$ cat config.mk
export PLATFORM = sky130hd
export DESIGN_NAME = instruction_fetch
export DESIGN_NICKNAME = d
export VERILOG_FILES = /design/src/rtl/common.sv /design/src/rtl/optype_decoder.sv /design/src/rtl/instruction_fetch.sv
export SDC_FILE = /design/constraint.sdc
export NUM_CORES = 1
export LEC_CHECK = 0
export CORE_UTILIZATION = 44
export CTS_CLUSTER_DIAMETER = 100
export DETAILED_ROUTE_END_ITERATION = 6
export PLACE_DENSITY = 0.81
export SYNTH_ARGS = -nofsm -noshare
export SYNTH_HDL_FRONTEND = slang
export SYNTH_HIERARCHICAL = 1
export SYNTH_SLANG_ARGS = --single-unit
$ cat constraint.sdc
create_clock -name clk -period 2.73 [get_ports clk]
set_clock_uncertainty 0.1 [all_clocks]
set_input_delay 0.273 -clock clk [delete_from_list [all_inputs] [get_ports clk]]
set_output_delay 0.273 -clock clk [all_outputs]
set_load 0.05 [all_outputs]
$ cat src/rtl/common.sv
// Shared core types: instruction classes, RV32 opcode map and fetch-stage constants.
package common;

  typedef enum logic [2:0] {
    OP_TYPE_R,
    OP_TYPE_I,
    OP_TYPE_S,
    OP_TYPE_B,
    OP_TYPE_U,
    OP_TYPE_J,
    OP_TYPE_X
  } instruction_op_type;

  localparam logic [6:0] OPC_LOAD     = 7'b000_0011;
  localparam logic [6:0] OPC_MISC_MEM = 7'b000_1111;
  localparam logic [6:0] OPC_OP_IMM   = 7'b001_0011;
  localparam logic [6:0] OPC_AUIPC    = 7'b001_0111;
  localparam logic [6:0] OPC_STORE    = 7'b010_0011;
  localparam logic [6:0] OPC_OP       = 7'b011_0011;
  localparam logic [6:0] OPC_LUI      = 7'b011_0111;
  localparam logic [6:0] OPC_BRANCH   = 7'b110_0011;
  localparam logic [6:0] OPC_JALR     = 7'b110_0111;
  localparam logic [6:0] OPC_JAL      = 7'b110_1111;
  localparam logic [6:0] OPC_SYSTEM   = 7'b111_0011;

  typedef enum logic [1:0] {
    S_REQ,
    S_WAIT,
    S_HALT
  } fetch_state_t;

  localparam logic [31:0] NOP_INSTR = 32'h0000_0013;
  localparam logic [31:0] PC_STEP   = 32'd4;

endpackage

$ cat src/rtl/optype_decoder.sv
// Maps a 7-bit RV32 opcode to its instruction format class.
module optype_decoder
  import common::*;
(
  input  logic [6:0]         opcode,
  output instruction_op_type optype
);

  always_comb begin
    optype = OP_TYPE_X;
    case (opcode)
      OPC_OP:                                       optype = OP_TYPE_R;
      OPC_OP_IMM, OPC_LOAD, OPC_JALR,
      OPC_SYSTEM, OPC_MISC_MEM:                     optype = OP_TYPE_I;
      OPC_STORE:                                    optype = OP_TYPE_S;
      OPC_BRANCH:                                   optype = OP_TYPE_B;
      OPC_LUI, OPC_AUIPC:                           optype = OP_TYPE_U;
      OPC_JAL:                                      optype = OP_TYPE_J;
      default:                                      optype = OP_TYPE_X;
    endcase
  end

endmodule

$ cat src/rtl/instruction_fetch.sv
// Fetch stage: one outstanding imem read, one-entry output buffer, redirect with flush.
//   state  | meaning
//   S_REQ  | issue read at pc_q once the output buffer is empty or draining
//   S_WAIT | read in flight; kill drops the response of a redirected fetch
//   S_HALT | misaligned redirect seen; idle until reset
module instruction_fetch
  import common::*;
#(
  parameter int                XLEN     = 32,
  parameter logic [XLEN-1:0]   RESET_PC = 32'h0000_0000
) (
  input  logic               clk,
  input  logic               rst,
  output logic               imem_req_valid,
  input  logic               imem_req_ready,
  output logic [XLEN-1:0]    imem_req_addr,
  input  logic               imem_resp_valid,
  input  logic [XLEN-1:0]    imem_resp_data,
  input  logic               redirect_valid,
  input  logic [XLEN-1:0]    redirect_target,
  input  logic               dec_ready,
  output logic               if_valid,
  output logic [XLEN-1:0]    if_pc,
  output logic [XLEN-1:0]    if_instr,
  output logic [6:0]         if_opcode,
  output logic [2:0]         if_funct3,
  output instruction_op_type if_optype,
  output logic               fetch_misaligned
);

  fetch_state_t    state_q, state_d;
  logic [XLEN-1:0] pc_q, pc_d;
  logic            kill_q, kill_d;
  logic            if_valid_q, if_valid_d;
  logic [XLEN-1:0] if_pc_q, if_pc_d;
  logic [XLEN-1:0] if_instr_q, if_instr_d;
  logic            misaligned_q, misaligned_d;
  logic            req_fire;

  always_ff @(posedge clk) begin
    if (rst) begin
      state_q      <= S_REQ;
      pc_q         <= RESET_PC;
      kill_q       <= 1'b0;
      if_valid_q   <= 1'b0;
      if_pc_q      <= '0;
      if_instr_q   <= NOP_INSTR;
      misaligned_q <= 1'b0;
    end else begin
      state_q      <= state_d;
      pc_q         <= pc_d;
      kill_q       <= kill_d;
      if_valid_q   <= if_valid_d;
      if_pc_q      <= if_pc_d;
      if_instr_q   <= if_instr_d;
      misaligned_q <= misaligned_d;
    end
  end

  assign req_fire = imem_req_valid && imem_req_ready;

  always_comb begin
    state_d      = state_q;
    pc_d         = pc_q;
    kill_d       = kill_q;
    if_valid_d   = if_valid_q;
    if_pc_d      = if_pc_q;
    if_instr_d   = if_instr_q;
    misaligned_d = misaligned_q;

    if (if_valid_q && dec_ready) if_valid_d = 1'b0;

    case (state_q)
      S_REQ: begin
        if (req_fire) state_d = S_WAIT;
      end
      S_WAIT: begin
        if (imem_resp_valid) begin
          state_d = S_REQ;
          kill_d  = 1'b0;
          if (!kill_q) begin
            if_valid_d = 1'b1;
            if_pc_d    = pc_q;
            if_instr_d = imem_resp_data;
            pc_d       = pc_q + PC_STEP;
          end
        end
      end
      S_HALT: begin
        if_valid_d = 1'b0;
      end
      default: state_d = S_HALT;
    endcase

    // Redirect overrides everything decided above; the buffer is never loaded on a redirect.
    if (redirect_valid && state_q != S_HALT) begin
      pc_d       = redirect_target;
      if_valid_d = 1'b0;
      if_pc_d    = if_pc_q;
      if_instr_d = if_instr_q;
      if ((state_q == S_WAIT && !imem_resp_valid) || req_fire) kill_d = 1'b1;
      if (redirect_target[1:0] != 2'b00) begin
        misaligned_d = 1'b1;
        kill_d       = 1'b0;
        state_d      = S_HALT;
      end
    end
  end

  always_comb begin
    imem_req_valid = 1'b0;
    if (!rst && state_q == S_REQ) imem_req_valid = !if_valid_q || dec_ready;
  end

  assign imem_req_addr    = pc_q;
  assign if_valid         = if_valid_q;
  assign if_pc            = if_pc_q;
  assign if_instr         = if_instr_q;
  assign if_opcode        = if_instr_q[6:0];
  assign if_funct3        = if_instr_q[14:12];
  assign fetch_misaligned = misaligned_q;

  optype_decoder u_optype_decoder (
    .opcode (if_opcode),
    .optype (if_optype)
  );

endmodule

**Word-level counts from Yosys, hierarchy flattened**

Cells that the tools add are included.

- Bits in registers: 101
- Input bits: 70
- Output and inout bits: 112

- $add $sub $neg: 1
- Equal/unequal tests: 15
- Mux-type cells: 20
- Bitwise logic cells: 2
- Reduce and logical (&&, ||, !) cells: 20

Operators by type and width:

| operator | count |
|---|---|
| two-way mux 32 bit | 4 |
| adder 32 x 3 -> 32 bit (second input constant) | 1 |
| == test 7 bit (second input constant) | 4 |
| == test 7 x 6 -> 1 bit (second input constant) | 3 |
| one-hot mux 3 bit (6 select lines) | 1 |
| == test 7 x 5 -> 1 bit (second input constant) | 2 |
| two-way mux 1 bit | 9 |
| two-way mux 2 bit | 4 |
| == test 7 x 2 -> 1 bit (second input constant) | 1 |
| == test 7 x 4 -> 1 bit (second input constant) | 1 |
| one-hot mux 2 bit (3 select lines) | 1 |
| nonzero test 2 bit | 3 |
| logical AND 1 bit | 5 |
| OR reduction 5 bit | 1 |
| AND reduction 4 bit | 1 |
| OR reduction 2 bit | 2 |
| zero test 1 bit | 3 |
| AND reduction 3 bit | 1 |
| == test 2 x 1 -> 1 bit (second input constant) | 1 |
| == test 2 bit (second input constant) | 1 |
| zero test 2 bit | 1 |
| logical OR 1 bit | 2 |
| inequality test 2 x 1 -> 1 bit (second input constant) | 1 |
| inequality test 2 bit (second input constant) | 1 |
| other kinds (3) | 4 |

**Longest topological paths before layout**

- Word-level depth: 8
- Mapped depth: 9

**Hierarchy**

Netlist, hierarchy kept.

By module, submodules not included:

| module | times used | cells an instance | area each (µm²) | seq. area each (µm²) |
|---|---|---|---|---|
| instruction_fetch | 1 | 564 | 4430.5 | 2021.9 |
| optype_decoder | 1 | 17 | 111.4 | 0.0 |

**Worst setup path before layout**

Ideal clock, no wire load.

- Path type: flip-flop to output port
- Start point: reg if_instr_q[6], in the netlist if_instr[6]
- End point: out if_optype[2]
- Arrival: 2.891 ns
- Required time: 2.357 ns
- Slack: -0.534 ns
- Stages on the path, launching flop included: 4
- Buffers on the path: 0
- Cell sequence: dfxtp_1 > nor2b_1 > nor3_1 > o311ai_0

- Cells in the longest elaborated chain, start to end: 3
- Elaborated cells on any way between the ends: 14
- Classes of those cells: eq/ne (11); mux (1); reduce/logical (2)

RTL lines:

| element | line | source |
|---|---|---|
| from (decl) | instruction_fetch.sv:36 | `logic [XLEN-1:0] if_instr_q, if_instr_d;` |
| from (signal assigned) | instruction_fetch.sv:55 | `if_instr_q <= if_instr_d;` |
| == test 7 x 5 -> 1 bit, or another cell as far along | optype_decoder.sv:11 | `case (opcode)` |
| OR reduction 5 bit or OR reduction 2 bit (tied branches) | optype_decoder.sv:11 |  |
| one-hot mux 3 bit (6 select lines) * | optype_decoder.sv:11 |  |
| to (decl) | instruction_fetch.sv:27 | `output instruction_op_type if_optype,` |

Mark *: on every way between the ends. The rest lies on a longest branch, timed or not.

**Final worst setup path**

- Start point: reg if_instr_q[3], in the netlist if_instr[3]
- End point: out if_optype[0]

Same word-level chain as after synthesis.

==> impl_metrics.toml <==
[sta]
finalCriticalPeriod_ns = 2.525
clock.fmax_ghz = 0.3961
drv_slew = 0
hold_viol = 0
setup_viol = 0
holdWs_ns = 0.3355
tightestPinTransition_ns = 0.6699
slew_headroom_pct = 55.34
fin_ws_ns = 0.2053
fin_setup_tns_ns = 0
rsz0062_at_grt = "no"
period_share_pct = 92.48

[power_and_ir_drop]
total_power_mw = 3.353
p_per_area_nw_per_um2 = 503.0
ir_worst_vdd_v = 0.0003534
p_leak_nw = 2.243

[grt]
antenna_found_initial = 0
grt_util_all_layers_pct = 24.95
grt_pass1_wl_um = 21900
overflow = 0
grt_max_degree = 68
grt_pass1_vias = 4396

[synth]
yosysTopAreaCell = "dfxtp_1"
yosysSeqAreaShare_pct = 44.52
synth_fa_ha_area_share_pct = 1.653
syn_nets = 657
yosysUniqueCellTypes = 45
synth_top_area_share_pct = 44.52
synthXorXnorAreaFrac_pct = 1.543
yosys.area_share.simple_pct = 30.25
netlist_top_cells_area = "dfxtp_1, nand2_1, a21oi_1"
synth_compound_area_share_pct = 16.31
synth_top_family_by_area = "simple AND/OR/NAND/NOR gates"
synth_seq_cells = 101
yosysWarnings = 6
syn-cell-area_sq_um = 4542
postSynthAreaPerCell_sq_um = 7.817
synth.area.mux_share_pct = 0
syn_inst = 581

[setup_path]
cp.required_ns = 2.36
slowest_delay_ns = 0.53
r2r_start = "state_q[1]"
cp_cell_sequence = "or3b_1 > a21oi_2 > o211a_1 > dlygate4sd2_1"
r2r-end = "imem_req_addr[31]"
cp-end-kind = "primary output"
arrival_ns = 2.15
ff2ff_path_depth = 6
critPathKind = "register to primary output"
startpoint_type = "register"
crit_fanout = 9
r2r_slack_ns = 0.33
crit_slowest_cell = "dlygate4sd2_1"
critPathBufInv = 1
crit_family = "buffers and inverters"

[layout]
drive_gt1_share_pct = 5.906
most-common-layout-cells = "clkdlybuf4s50_1, nand2_1, dfxtp_1"
num_antenna_cells = 0
nets = 816
layout_commonest_cell = "clkdlybuf4s50_1"
area.growth.synth_to_final_pct = 46.78
final.fill_count = 816
ff_latch_area_sq_um = 2022
utilization_pct = 67.27
multi_input_area_sq_um = 2275

[die]
core_sq_um = 9910
initial_core_util_pct = 45.83
die_area_sq_um = 10730
die_h_um = 103.6
fp.dieW_um = 103.6
io_pins = 182
num_rows = 36

[hold_path]
min_from = "imem_resp_data[14]"
hold_path_depth = 3
hp-class = "primary input to register"
hold_path_end = "if_instr[14]"

[status]
status = "completed"

[routing]
top_layer = "met4"
drc = 0
ant_nets = 0
wire_per_inst_um = 15.68
dr_total_vias = 4784
routed_wl_um = 13760
wl_met2_um = 6859
dr_wl_met3_um = 691
wl_met1_um = 5942
drt_pass1_iterations = 5
drt_iter0_markers = 327
routed_via_density = 5.449

[placement]
portBuffers = 181
place_ws_ns = 0.2347
dp_hpwl_um = 9710
gp_congestion = 0.8689

[clock_tree]
htree_levels = 3
path_clk_slew_ns = 0.10
root_buffer = "clkbuf_8"
cts_num_sinks = 101
cts_buffer_depth = 2
post-cts-setup-buffer-count = 0
cts_tree = "yes"
clock_latency_ns = 0.37
cts_buffers = 9
cts_hold_buffers = 0

[run]
cap_violations = 0
## sequential cells by signal (all words and copies together) (netlist names)
signal	cells
fetch_misaligned	1
if_instr	32
if_pc	32
if_valid	1
imem_req_addr	32
kill_q	1
state_q	2
## cell families after synthesis
kind of cell | count (synthesis)
adder cells (fa/ha/maj) | 6
AO/OA/AOI/OAI | 123
buffers and inverters | 58
AND/OR/NAND/NOR | 285
XOR/XNOR | 8
flip-flops | 101
## layer usage
| metal | global-route usage [%] | vias up |
|---|---|---|
| li1 | - | 2338 |
| met1 | 30.97 | 2259 |
| met2 | 43.53 | 166 |
| met3 | 3.524 | 21 |
| met4 | 9.731 | 0 |
| met5 | 0 | - |
## worst min-delay path: stages
cell and delay (ns):
clkdlybuf4s50_1 0.39, nand2_1 0.05, a21oi_1 0.05
## report_power, final
| group | leakage (nW) | total (mW) | switching, mW | internal, mW |
|---|---|---|---|---|
| registers | 0.822 | 1.61 | 0.0763 | 1.53 |
| logic | 1.32 | 0.696 | 0.417 | 0.278 |
| clock network | 0.100 | 1.05 | 0.529 | 0.521 |
| total | 2.24 | 3.35 | 1.02 | 2.33 |
## synth_stat cells, drive strengths merged
library cell and instances:
nand4b 2, nand2 148, o21ai 10, ha 6, a211oi 16, buf 17, o31ai 5, nand4 7
dfxtp 101, o311ai 2, and4 6, xnor2 4, xor2 4, a21oi 73, nand2b 6, nor3 13
clkbuf 35, and3 3, or3b 1, nand3b 5, a22oi 1, nor4b 1, o211a 1, nor2 32
or2 1, nor3b 8, and3b 1, nor2b 4, nand3 13, a311oi 11, nor4 13, or4 11
a2111oi 2, or3 8, and2 2, o21bai 1, inv 6, a21o 1
## how the worst max path moves through the flow
stage	from	to	cells after the start
after floorplan	if_instr[6]	if_optype[2]	3
final	if_instr[3]	if_optype[0]	4
after detailed placement	imem_resp_valid	imem_req_addr[31]	5
after global placement	imem_resp_valid	imem_req_addr[31]	5
after global routing	if_instr[3]	if_optype[0]	4
after CTS	if_instr[6]	if_optype[2]	4
## through the flow
stage | instances | cell area [sq um]
floorplan | 581 | 4542
global placement | 862 | 6447
detailed placement | 862 | 6447
CTS | 878 | 6661
global route | 878 | 6666
finish | 878 | 6666
## area by class of cell
class                      count  share of cell area (%)
multi-input combinational    422                   34.12
sequential                   101                   30.33
timing repair buffer         200                   29.49
tap                          133                   2.496
clock buffer                  11                   1.971
clock inverter                 5                   1.258
inverter                       6                  0.3378
## what timing repair did
action | 4_1_cts | 5_1_grt
hold endpoints to repair | 0 | 0
resized for setup | 1 | 2
pin swaps | 0 | 0
endpoints found under the setup margin | 1 | 2
No activity file was read; power rests on OpenSTA's default activity.
